==> src/rtl/fifo_wr_arbiter.sv <==
// rtl/fifo_wr_arbiter.sv - round-robin burst arbiter in front of a shared write FIFO
// Optional per-requester accepted-beat counters: define FIFO_ARB_STATS_EN.
module fifo_wr_arbiter #(
  parameter int P_NUM_REQ    = 4,
  parameter int P_DATA_WIDTH = 8,
  parameter int P_BURST_MAX  = 8,
  parameter int P_BLEN_W     = $clog2(P_BURST_MAX) + 1
) (
  input  logic                              i_clk,
  input  logic                              i_rst_n,
  input  logic [P_NUM_REQ-1:0]              i_req_valid,
  input  logic [P_NUM_REQ*P_DATA_WIDTH-1:0] i_req_data,
  output logic [P_NUM_REQ-1:0]              o_req_ready,
  output logic                              o_fifo_wren,
  output logic [P_DATA_WIDTH-1:0]           o_fifo_wdata,
  input  logic                              i_fifo_full,
  input  logic [P_BLEN_W-1:0]               i_cfg_burst_len,
  output logic [$clog2(P_NUM_REQ)-1:0]      o_grant_id,
  output logic                              o_busy,
  output logic [P_NUM_REQ*16-1:0]           o_beat_cnt
);
  localparam int LP_ID_W = $clog2(P_NUM_REQ);
  localparam logic [P_BLEN_W-1:0] LP_BMAX = P_BLEN_W'(P_BURST_MAX);

  typedef enum logic [1:0] {S_IDLE, S_BURST, S_STALL} state_t;

  state_t               state_q;
  logic [LP_ID_W-1:0]   owner_q, rr_ptr_q, owner_d, rr_ptr_d, cand;
  logic [P_BLEN_W-1:0]  beats_q, limit_q, limit_d;
  logic                 found_d;

  // first valid requester at or above the round-robin pointer, with wrap
  always_comb begin
    found_d = 1'b0;
    owner_d = '0;
    cand    = '0;
    for (int i = 0; i < P_NUM_REQ; i++) begin
      cand = LP_ID_W'((int'(rr_ptr_q) + i) % P_NUM_REQ);
      if (!found_d && i_req_valid[cand]) begin
        found_d = 1'b1;
        owner_d = cand;
      end
    end
  end

  assign rr_ptr_d = (owner_d == LP_ID_W'(P_NUM_REQ - 1)) ? '0 : owner_d + LP_ID_W'(1);

  always_comb begin
    limit_d = i_cfg_burst_len;
    if (i_cfg_burst_len == '0)
      limit_d = P_BLEN_W'(1);
    else if (i_cfg_burst_len > LP_BMAX)
      limit_d = LP_BMAX;
  end

  always_comb begin
    o_req_ready = '0;
    if (state_q == S_BURST && !i_fifo_full)
      o_req_ready[owner_q] = 1'b1;
  end

  assign o_fifo_wren  = i_req_valid[owner_q] & o_req_ready[owner_q];
  assign o_fifo_wdata = o_fifo_wren ? i_req_data[int'(owner_q)*P_DATA_WIDTH +: P_DATA_WIDTH] : '0;
  assign o_busy       = (state_q != S_IDLE);
  assign o_grant_id   = owner_q;

  always_ff @(posedge i_clk or negedge i_rst_n) begin
    if (!i_rst_n) begin
      state_q  <= S_IDLE;
      owner_q  <= '0;
      rr_ptr_q <= '0;
      beats_q  <= '0;
      limit_q  <= '0;
    end else begin
      case (state_q)
        S_IDLE: begin
          if (found_d && !i_fifo_full) begin
            state_q  <= S_BURST;
            owner_q  <= owner_d;
            rr_ptr_q <= rr_ptr_d;
            limit_q  <= limit_d;
            beats_q  <= '0;
          end
        end
        S_BURST: begin
          if (i_fifo_full) begin
            state_q <= S_STALL;
          end else if (!i_req_valid[owner_q]) begin
            state_q <= S_IDLE;
          end else begin
            beats_q <= beats_q + P_BLEN_W'(1);
            if (beats_q + P_BLEN_W'(1) == limit_q)
              state_q <= S_IDLE;
          end
        end
        S_STALL: begin
          if (!i_fifo_full)
            state_q <= S_BURST;
        end
        default: state_q <= S_IDLE;
      endcase
    end
  end

`ifdef FIFO_ARB_STATS_EN
  for (genvar k = 0; k < P_NUM_REQ; k++) begin : g_stat
    logic [15:0] cnt_q;
    always_ff @(posedge i_clk or negedge i_rst_n) begin
      if (!i_rst_n)
        cnt_q <= '0;
      else if (i_req_valid[k] && o_req_ready[k] && cnt_q != 16'hFFFF)
        cnt_q <= cnt_q + 16'd1;
    end
    assign o_beat_cnt[k*16 +: 16] = cnt_q;
  end
`else
  assign o_beat_cnt = '0;
`endif

endmodule
==> config.mk <==
export PLATFORM = sky130hd
export DESIGN_NAME = fifo_wr_arbiter
export DESIGN_NICKNAME = d
export VERILOG_FILES = /design/src/rtl/fifo_wr_arbiter.sv
export SDC_FILE = /design/constraint.sdc
export NUM_CORES = 1
export LEC_CHECK = 0
export ABC_AREA = 0
export BUFFER_PORTS_ARGS = -buffer_cell sky130_fd_sc_hd__buf_2
export CAP_MARGIN = 40
export CORE_ASPECT_RATIO = 1.1
export CORE_MARGIN = 2
export CORE_UTILIZATION = 27
export DETAILED_ROUTE_END_ITERATION = 12
export MAX_ROUTING_LAYER = met4
export SLEW_MARGIN = 20
export SYNTH_ARGS = -nofsm -noshare
export SYNTH_HDL_FRONTEND = slang
export SYNTH_SLANG_ARGS = --single-unit
==> constraint.sdc <==
create_clock -name i_clk -period 1.9 [get_ports i_clk]
set_input_delay 0.095 -clock i_clk [delete_from_list [all_inputs] [get_ports i_clk]]
set_output_delay 0.095 -clock i_clk [all_outputs]
set_load 0.005 [all_outputs]
==> key figures <==
Yosys
  – Area leader, netlist: sky130_fd_sc_hd__buf_4
  – EDFF count, synth: 0
  – Most area-consuming cells after synthesis: sky130_fd_sc_hd__buf_4 (28%), sky130_fd_sc_hd__dfrtp_1 (20%), sky130_fd_sc_hd__mux4_2 (7.8%), sky130_fd_sc_hd__mux4_1 (4.6%), sky130_fd_sc_hd__and3_1 (3.6%)
  – Cell Area, Synth: 1730 sq um
  – Area fraction of the dominant cell type after synthesis: roughly 28%
  – Fraction of registers with async set/reset: between 90% and 100%
  – Sequential cell area fraction in the yosys report: 20.3%
  – Count of yosys warnings during synthesis: 0
  – Commonest register cell after synthesis: sky130_fd_sc_hd__dfrtp_1
  – Count leader, synth: sky130_fd_sc_hd__buf_4
  – Mean post-synth cell area: between 8 and 9 sq um
  – Count of different cell masters after synthesis: 50
  – Number of instances in the synthesized netlist: around 200
  – Leading post-synthesis cells by instance count: sky130_fd_sc_hd__buf_4 (64), sky130_fd_sc_hd__nand2_1 (16), sky130_fd_sc_hd__dfrtp_1 (14), sky130_fd_sc_hd__nor2_1 (13), sky130_fd_sc_hd__and3_1 (10)
  – #FFs+latches synth: 14

Layout
  – Total area of multi-input combinational cells: 1080 sq um
  – Post-route cell area: between 1500 and 2000 sq um
  – Final Net Count: approximately 300
  – Final cell count without fillers: 330
  – Layout cell share with drive strength beyond 1: between 30 and 40%
  – Number of inserted diodes: 0
  – Filler Cells Inserted: between 600 and 700
  – Area occupied by registers: 352 sq um
  – Synth-to-layout area growth: 10.3%
  – Post-Route Utilization: 30.7%

Pwr
  – Pwr per Cell Area: between 900 and 1000 nW/um^2
  – Maximum resistive drop on vdd: approximately 0.33 mV
  – Share of total power consumed by net switching: roughly two fifths
  – Internal power summed over all cells: 1.12 mW
  – Power spent charging and discharging nets: 775 uW
  – Share of total power in the clock network: roughly 13%
  – Logic gate share of total power: roughly 56%
  – Leakage power total: between 1 and 1.5 nW
  – Fraction of power consumed by sequential logic: 31.3%

Global routing
  – Wire length of the first global-routing pass: between 5000 and 6000 um
  – Total grt overflow: 0
  – Initial antenna violation count: 0
  – Vias in the first global route: approximately 1,200
  – Total Routing Usage GR: about 10%
  – Largest net degree at the start of global routing: 16

Clock tree
  – Post-CTS setup buffer count: 0
  – Number of buffers created by CTS: 3
  – TritonCTS clock tree: yes
  – Skew-Pair Late Insertion Delay: about 0.24 ns
  – Clock Sinks: 14
  – Clock Root Buffer: sky130_fd_sc_hd__clkbuf_8
  – Bufs on Longest Clock Path: 2
  – Number of H-tree levels: 1
  – Clock edge transition at the registers on the reported setup and hold paths: 0.05 ns

Drt
  – Vias per std cell: roughly 4.1
  – Final WL: 3370 um
  – First-pass DRT Iterations: 4
  – Average routed wire per standard cell: 10.2 um
  – Vias: around 1,400
  – Drc violations: 0
  – Number of DRC markers after the initial detailed-route iteration: 34
  – Number of nets still failing antenna checks after routing: 0

Timing
  – Max-Slew Margin vs Limit: between 60 and 70%
  – Setup repair after global routing missed its margin: false
  – Measured slew at the worst slew-check pin: 0.521 ns
  – Number of slew-limit violations in the final report: 0
  – Post-Route Setup TNS: 0 ns
  – Period Utilization, post-route: a little over nine tenths
  – Hold Vio Cnt, Final: 0
  – Post-route minimum period: roughly 1.8 ns
  – Max Fclk: 0.557 GHz
  – Final setup skew: roughly 0.0017 ns
  – Finish-stage setup viols: 0
  – Minimum setup slack in the final design: roughly 0.11 ns

Hold path
  – Path category of the worst min-delay check: input port to register

Job
  – Number of max-capacitance violations reported: 0

Place
  – Final Wtd Congestion: around 0.8
  – Placed Cells incl. Taps: 326
  – # port buffers: between 50 and 60
  – Pre-CTS setup slack: 0.275 ns
  – DP Wirelength: approximately 2800 um
  – Area after DPL: around 1800 sq um

Floorplan
  – Initial core utilization: about 28%
  – Die extent in x: 80.2 um
  – Area of the die: a little over 7000 sq um
  – Die height: between 80 and 90 um
  – Core Area: 6190 sq um
  – Placement Rows: 30
  – IO Count: 123

Run status
  – Result of the run: completed

Critical path
  – Arrival time at the worst endpoint: about 1.7 ns
  – Type of origin of the critical path: register
  – Ordered cell list for the critical path: buf_6 -> mux4_1 -> and3_1 -> buf_2
  – Maximum fanout along the worst path: 12
  – Critical path data required time: roughly 1.8 ns
  – Critical path endpoint category: primary output
  – Critical Setup Path Class: register to primary output
  – Crit path largest cell delay: roughly 0.56 ns
  – Cell family contributing the most delay on the critical path: multiplexers
  – Standard cell with the maximum stage delay on the critical path: sky130_fd_sc_hd__mux4_1
  – Number of buffer and inverter stages on the critical path: 2
[state kept, by name (all words and copies together) (netlist names), named ones only]
| name | cells |
|---|---|
| beats_q | 4 |
| limit_q | 4 |
| o_grant_id | 2 |
| state_q | 2 |
| rr_ptr_q | 1 |
[logic make-up after synthesis]
group / share of synthesized area, %
AO/OA/AOI/OAI: 8.99
multiplexers: 16.0
adder cells (fa/ha/maj): 0.725
buffers and inverters: 31.0
XOR/XNOR: 3.55
flip-flops: 20.3
AND/OR/NAND/NOR: 19.2
other: 0.217
[worst reg2reg max path: cells and delay by family, from the launching register on]
kind               cells  cell delay (ns)
DFF                    1             0.60
and+or+nand+nor        1             0.11
muxes                  1             0.15
AOI/OAI and AO/OA      2             0.68
[layer usage]
layer	GRT usage (%)	up-vias	wire length [um]
met3	2.58	5	237
met5	-	-	0
met1	12.3	641	1400
li1	-	663	-
met2	16.7	57	1710
met4	2.00	0	19
[power by group through the flow]
stage,clock network [mW],logic [mW],registers [mW]
finish,0.239,1.06,0.592
global route,0.271,1.21,0.617
CTS,0.248,1.08,0.591
detailed placement,0,1.07,0.595
global placement,0,1.05,0.590
floorplan,0,0.959,0.525
[stage by stage]
step	hold WS (ns)	power (mW)
after floorplan	-0.201	1.48
after CTS	0.0637	1.92
after global routing	0.0727	2.10
after global placement	0.0147	1.64
final	0.0716	1.89
after detailed placement	0.0164	1.66
[timing repair]
action	CTS	global route
endpoints found under the hold margin	14	0
gates resized for setup	1	1
hold buffers	1	0
endpoints found under the setup margin	1	2
[final timing paths]
path                                      startpoint                        end  slack, ns  depth (start not counted)
setup reg to reg             rr_ptr_q[1]$_DFFE_PN0P_    rr_ptr_q[1]$_DFFE_PN0P_       0.24                          4
hold reg to reg               limit_q[2]$_DFFE_PN0P_     limit_q[2]$_DFFE_PN0P_       0.49                          2
setup / recovery           o_grant_id[0]$_DFFE_PN0P_            o_fifo_wdata[0]       0.11                          4
hold / removal                    i_cfg_burst_len[3]     limit_q[0]$_DFFE_PN0P_       0.07                          2
max in group asynchronous                    i_rst_n  o_grant_id[0]$_DFFE_PN0P_       1.36                          2
min in group asynchronous                    i_rst_n     state_q[1]$_DFFE_PN0P_       0.28                          2
[final cells by class]
cell class              instances  share of cell area (%)
multi-input cells             169                    56.5
flip-flops and latches         14                    18.5
repair buffers                 62                    17.2
well taps                      80                    5.26
clock buffers                   3                    2.17
inverters                       2                   0.394
[placed cells by master, fill, tap and decap left out, types with 2 or more instances in the layout]
master,n
sky130_fd_sc_hd__buf_2,58
sky130_fd_sc_hd__mux4_2,6
sky130_fd_sc_hd__a211oi_1,3
sky130_fd_sc_hd__clkbuf_8,3
sky130_fd_sc_hd__xor2_1,4
sky130_fd_sc_hd__nor2_1,13
sky130_fd_sc_hd__nand3_1,2
sky130_fd_sc_hd__xnor2_1,3
sky130_fd_sc_hd__a21oi_1,2
sky130_fd_sc_hd__mux4_1,3
sky130_fd_sc_hd__nand2_1,16
sky130_fd_sc_hd__nand2b_1,3
sky130_fd_sc_hd__mux2i_1,5
sky130_fd_sc_hd__o21ai_1,2
sky130_fd_sc_hd__dfrtp_1,13
sky130_fd_sc_hd__nor3b_1,2
sky130_fd_sc_hd__or3_1,2
sky130_fd_sc_hd__nand3b_1,2
sky130_fd_sc_hd__and3_1,10
sky130_fd_sc_hd__inv_1,2
sky130_fd_sc_hd__o21ai_0,2
sky130_fd_sc_hd__conb_1,64
sky130_fd_sc_hd__buf_4,2
No activity file was read; power rests on OpenSTA's default activity.
